`config.mk`:
```
export PLATFORM = sky130hd
export DESIGN_NAME = vga_pattern_sync
export DESIGN_NICKNAME = d
export VERILOG_FILES = /design/src/rtl/vga_pattern_sync.sv
export SDC_FILE = /design/constraint.sdc
export NUM_CORES = 1
export LEC_CHECK = 0
export ABC_AREA = 0
export CAP_MARGIN = 5
export CORE_MARGIN = 10
export CORE_UTILIZATION = 35
export CTS_BUF_LIST = sky130_fd_sc_hd__clkbuf_4 sky130_fd_sc_hd__clkbuf_8 sky130_fd_sc_hd__clkbuf_16
export DETAILED_ROUTE_END_ITERATION = 16
export GPL_ROUTABILITY_DRIVEN = 0
export SLEW_MARGIN = 20
export SYNTH_ARGS = -nofsm -noshare
export SYNTH_HDL_FRONTEND = slang
export SYNTH_SLANG_ARGS = --single-unit
```
`constraint.sdc`:
```
create_clock -name iCLK -period 14.6 [get_ports iCLK]
set_input_delay 3.65 -clock iCLK [delete_from_list [all_inputs] [get_ports iCLK]]
set_output_delay 3.65 -clock iCLK [all_outputs]
set_load 0.02 [all_outputs]
```
`src/rtl/vga_pattern_sync.sv`:
```
// vga_pattern_sync: VGA timing generator with built-in test patterns.
// Horizontal and vertical counters produce px/py, syncs and blanking. Colour
// comes from the host (mode 0) or from one of three internal patterns: gray
// ramp, eight colour bars or checkerboard. Every visible output is
// registered, so it lags the counter state by exactly one cycle.
// The pattern mode is taken only at the first pixel of a frame, so a frame
// never mixes two patterns.
// Optional feature: define VGA_PATGEN_BORDER_EN to paint a one-pixel
// all-ones border around the active area in every mode.
module vga_pattern_sync #(
  parameter int H_ACTIVE = 640,
  parameter int H_FP     = 16,
  parameter int H_SYNC   = 96,
  parameter int H_BP     = 48,
  parameter int V_ACTIVE = 480,
  parameter int V_FP     = 10,
  parameter int V_SYNC   = 2,
  parameter int V_BP     = 33,
  parameter int COLOR_W  = 10,
  parameter int CHK_LOG2 = 5
) (
  input  logic               iCLK,
  input  logic               iRST,
  input  logic [1:0]         iMode,
  input  logic [COLOR_W-1:0] iRed,
  input  logic [COLOR_W-1:0] iGreen,
  input  logic [COLOR_W-1:0] iBlue,
  output logic [9:0]         px,
  output logic [9:0]         py,
  output logic [COLOR_W-1:0] VGA_R,
  output logic [COLOR_W-1:0] VGA_G,
  output logic [COLOR_W-1:0] VGA_B,
  output logic               VGA_H_SYNC,
  output logic               VGA_V_SYNC,
  output logic               VGA_BLANK,
  output logic               VGA_SYNC,
  output logic               oFrameStart,
  output logic [15:0]        oFrameCnt
);

  localparam int H_TOT = H_ACTIVE + H_FP + H_SYNC + H_BP;
  localparam int V_TOT = V_ACTIVE + V_FP + V_SYNC + V_BP;
  localparam int HW    = $clog2(H_TOT);
  localparam int VW    = $clog2(V_TOT);

  // Counter state
  logic [HW-1:0] hcnt_q, hcnt_d;
  logic [VW-1:0] vcnt_q, vcnt_d;
  logic          h_wrap, v_wrap;

  // Decoded timing for the current counter state
  logic          active;
  logic          at_origin;
  logic          hsync_low;
  logic          vsync_low;
  logic [1:0]    mode_q, mode_cur;

  // Pattern generation
  logic [12:0]        px_x8;
  logic [2:0]         bar_idx;
  logic [2:0]         bar;
  logic               chk_bit;
  logic [COLOR_W-1:0] ones;
  logic [COLOR_W-1:0] gray;
  logic [COLOR_W-1:0] r_d, g_d, b_d;

  // Registered outputs
  logic [COLOR_W-1:0] r_q, g_q, b_q;
  logic               blank_q, hs_q, vs_q, fs_q;
  logic [15:0]        fcnt_q;

  // Next-state of the raster counters: h wraps every line, v on each h wrap
  always_comb begin
    h_wrap = (hcnt_q == HW'(H_TOT - 1));
    v_wrap = (vcnt_q == VW'(V_TOT - 1));
    hcnt_d = h_wrap ? '0 : hcnt_q + 1'b1;
    vcnt_d = vcnt_q;
    if (h_wrap) begin
      vcnt_d = v_wrap ? '0 : vcnt_q + 1'b1;
    end
  end

  // Raster counters; reset restarts the frame at the origin
  always_ff @(posedge iCLK) begin
    if (iRST) begin
      hcnt_q <= '0;
      vcnt_q <= '0;
    end else begin
      hcnt_q <= hcnt_d;
      vcnt_q <= vcnt_d;
    end
  end

  // Timing decode and the coordinate outputs (zero outside the visible area)
  always_comb begin
    active    = (hcnt_q < HW'(H_ACTIVE)) && (vcnt_q < VW'(V_ACTIVE));
    at_origin = (hcnt_q == '0) && (vcnt_q == '0);
    hsync_low = (hcnt_q >= HW'(H_ACTIVE + H_FP)) &&
                (hcnt_q <  HW'(H_ACTIVE + H_FP + H_SYNC));
    vsync_low = (vcnt_q >= VW'(V_ACTIVE + V_FP)) &&
                (vcnt_q <  VW'(V_ACTIVE + V_FP + V_SYNC));
    px        = active ? 10'(hcnt_q) : 10'd0;
    py        = active ? 10'(vcnt_q) : 10'd0;
    // The origin pixel already uses the incoming mode, so it belongs to the new frame.
    mode_cur  = at_origin ? iMode : mode_q;
  end

  // Pattern colour for the current pixel
  always_comb begin
    ones  = '1;
    gray  = COLOR_W'(px);
    px_x8 = {px, 3'b000};
    // Bar index = floor(px*8/H_ACTIVE), built from seven constant thresholds.
    bar_idx = 3'd0;
    for (int k = 1; k < 8; k++) begin
      if (px_x8 >= 13'(k * H_ACTIVE)) begin
        bar_idx = bar_idx + 3'd1;
      end
    end
    bar     = 3'd7 - bar_idx;
    chk_bit = px[CHK_LOG2] ^ py[CHK_LOG2];

    r_d = '0;
    g_d = '0;
    b_d = '0;
    if (active) begin
      case (mode_cur)
        2'd0: begin
          r_d = iRed;
          g_d = iGreen;
          b_d = iBlue;
        end
        2'd1: begin
          r_d = gray;
          g_d = gray;
          b_d = gray;
        end
        2'd2: begin
          r_d = bar[2] ? ones : '0;
          g_d = bar[1] ? ones : '0;
          b_d = bar[0] ? ones : '0;
        end
        default: begin
          r_d = chk_bit ? ones : '0;
          g_d = chk_bit ? ones : '0;
          b_d = chk_bit ? ones : '0;
        end
      endcase
`ifdef VGA_PATGEN_BORDER_EN
      if ((hcnt_q == '0) || (hcnt_q == HW'(H_ACTIVE - 1)) ||
          (vcnt_q == '0) || (vcnt_q == VW'(V_ACTIVE - 1))) begin
        r_d = ones;
        g_d = ones;
        b_d = ones;
      end
`else
      // No border: the pattern covers every active pixel.
`endif
    end
  end

  // Output register stage: colour, blank, syncs, frame pulse/counter, mode latch
  always_ff @(posedge iCLK) begin
    if (iRST) begin
      r_q     <= '0;
      g_q     <= '0;
      b_q     <= '0;
      blank_q <= 1'b0;
      hs_q    <= 1'b1;
      vs_q    <= 1'b1;
      fs_q    <= 1'b0;
      fcnt_q  <= '0;
      mode_q  <= 2'd0;
    end else begin
      r_q     <= r_d;
      g_q     <= g_d;
      b_q     <= b_d;
      blank_q <= active;
      hs_q    <= ~hsync_low;
      vs_q    <= ~vsync_low;
      fs_q    <= at_origin;
      fcnt_q  <= at_origin ? fcnt_q + 16'd1 : fcnt_q;
      mode_q  <= mode_cur;
    end
  end

  assign VGA_R       = r_q;
  assign VGA_G       = g_q;
  assign VGA_B       = b_q;
  assign VGA_BLANK   = blank_q;
  assign VGA_H_SYNC  = hs_q;
  assign VGA_V_SYNC  = vs_q;
  assign VGA_SYNC    = 1'b0;
  assign oFrameStart = fs_q;
  assign oFrameCnt   = fcnt_q;

endmodule

```
==> flow_summary.yaml <==
timing:
  tns_ps: 0
  final_hold_viol_count: 0
  tightest_slew_ps: 824.0
  min_period_ps: 6365
  setup_viol: 0
  fin_skew_ps: 13.02
  rsz0062_at_grt: "false"
  fmax_mhz: 157.1
  maxSlewHeadroom: 0.4486
  finalWorstSetupSlack_ps: 8235
  fin_crit_sh: 0.4360
  drv_slew: 0
logic_synthesis:
  yosysTopAreaCell: "dfxtp_1"
  synth_area_leaders: "dfxtp_1 (38%), nor2_1 (4.8%), a21oi_1 (4.0%)"
  synth-main-ff-cell: "dfxtp_1"
  post_synth.cell_area_avg_sq_um: 8.454
  ys_async_sr_fraction: 0
  synthDistinctLibCells: 58
  synth.top_cell.area_share: 0.3840
  syn_area_sq_um: 3754
  ys_ff_latch: 72
  postSynthCellCount: 444
  yosys_warnings: 0
  synth_edf_count: 0
  yosysSeqAreaShare: 0.3840
routing:
  wirelength_um: 11600
  vias: 3503
  dr.pass1.iters: 6
  drtIter0Drc: 285
  drc_errors: 0
  ant_nets: 0
  post_drt_wl_per_cell_um: 17.37
  drt-vias-per-instance: 5.244
grt:
  grt_usage: 0.1454
  grt_pass1_vias: 3468
  grt_max_degree: 34
  overflow: 0
  antenna_found_initial: 0
  grt_pass1_wl_um: 17820
final_layout:
  drive_above_1_share: 0.07707
  fin_nets: 572
  final_cell_mix: "clkdlybuf4s50_1 (102), dfxtp_1 (72), nor2_1 (48)"
  synthToLayoutAreaGrowth_pct: 34.40
  fill_cells: 1022
  diodes: 0
  final_core_util: 0.4865
  layout_commonest_cell: "clkdlybuf4s50_1"
die:
  core_area_sq_um: 10370
  initial_utilization: 0.3620
  row_count: 37
  io_pins: 105
  die_x_um: 123.6
  dieArea_sq_um: 15270
  die_y_um: 123.6
run_status:
  status: "completed"
worst_setup_path:
  ff2ff_setup_slack_ps: 8770
  crit_start: "hcnt_q[8]"
  end_kind: "output pin"
  critPathTopFamily: "buffers and inverters"
  cp_max_fo: 18
  cp_num_buf_inv: 1
  critPathRequiredTime_ps: 10950
  critPathArrivalTime_ps: 2710
  cp_slowest_cell: "clkdlybuf4s50_1"
  crit_type: "flop to output pin"
  cp-start-kind: "flop"
  cp_cell_sequence: "o21ai_2, nand2_1, nor2_1, clkdlybuf4s50_1"
  r2r_start: "hcnt_q[8]"
  cpPeakStageDelay_ps: 640
  r2r_cells: 20
  worstSetupPathDepth: 4
clocking:
  clock_sinks: 72
  numCtsBuffers: 9
  hold_buffers: 0
  cts-resized-gates: 0
  root_buffer: "clkbuf_8"
  clk_path_buf_depth: 2
  cts_tree: "yes"
  post_cts_buffers: 0
  h-tree-depth: 3
  clk_latency_ps: 350
  clk_pin_slew_ps: 80
power:
  power_frac_seq: 0.462
  combPwrFrac: 0.214
  swShare: 0.2861
  power_switching_w: 0.0001345
  powerDensity_nw_per_um2: 93.23
  p_leak_nw: 1.882
  ir_worst_vdd_mv: 0.05319
  p_clk_frac: 0.324
  p_int_w: 0.0003358
job:
  drv_cap: 0
hold_path:
  hold_class: "flop to flop"
  hold_start: "vcnt_q[1]"
  min_delay_path_depth: 1
place:
  dp_hpwl_um: 8290
  portBuffers: 102
  dp_slack_ps: 8528
==> state kept, by name (all words and copies together) (netlist names) <==
name and flops:
oFrameCnt 16, VGA_G 10, vcnt_q 10, VGA_H_SYNC 1
oFrameStart 1, VGA_BLANK 1, VGA_R 10, hcnt_q 10
VGA_B 10, mode_q 2, VGA_V_SYNC 1
==> layer usage <==
metal | vias up | global-route usage | part of all wire
li1 | 1756 | - | -
met1 | 1640 | 0.1766 | 0.43
met2 | 105 | 0.2513 | 0.51
met3 | 2 | 0.02963 | 0.058
met4 | 0 | 0.04658 | 0.0040
met5 | - | 0 | 0
==> worst paths after layout <==
path / to
max: px[0]
max reg2reg: VGA_R[4]
min reg2reg: VGA_V_SYNC
min: VGA_V_SYNC
==> power groups by stage <==
stage	Combinational, W	Sequential, W	Clock [W]
2_1_floorplan	0.0000392	0.000236	0
3_3_place_gp	0.0000980	0.000222	0
3_5_place_dp	0.0000994	0.000222	0
4_1_cts	0.0000999	0.000217	0.000157
5_1_grt	0.000108	0.000219	0.000164
6_report	0.000101	0.000217	0.000153
==> synth_stat cells (14+ instances only) <==
cell type  instances
xor2_1            15
and3_1            14
clkbuf_1          30
nor2_1            48
dfxtp_1           72
nand3_1           15
inv_1             17
nand2_1           23
a21oi_1           30
xnor2_1           15
a22oi_1           20
==> cell families (layout without fill, tap and decap cells) <==
logic type,count (synthesis),after routing,synth area share
adders and majority gates,10,10,0.03333
other,1,2,0.0009990
buffers and inverters,56,143,0.06400
DFF,72,72,0.3840
xor gates and xnor gates,31,31,0.07600
muxes,6,6,0.01633
and+or+nand+nor,163,163,0.2310
AOI/OAI and AO/OA,105,105,0.1943
==> metrics by stage <==
stage	instances	total power [W]	instance area [sq um]	hold slack, ps
2_1_floorplan	445	0.0002749	3757	438.9
3_3_place_gp	652	0.0003196	4846	481.4
3_5_place_dp	652	0.0003213	4848	495.3
4_1_cts	667	0.0004739	5034	501.5
5_1_grt	668	0.0004908	5045	518.5
6_report	668	0.0004703	5045	510.4
==> cell type report <==
class	instances	area (sq um)	area share
clock buffer	9	123.9	0.02455
tap	136	170.2	0.03373
clock inverter	6	61.31	0.01215
inverter	17	63.81	0.01265
multi-input combinational	317	2092	0.4147
sequential	72	1441	0.2857
timing repair buffer	111	1092	0.2165
Power figures use the tool's default switching activity.
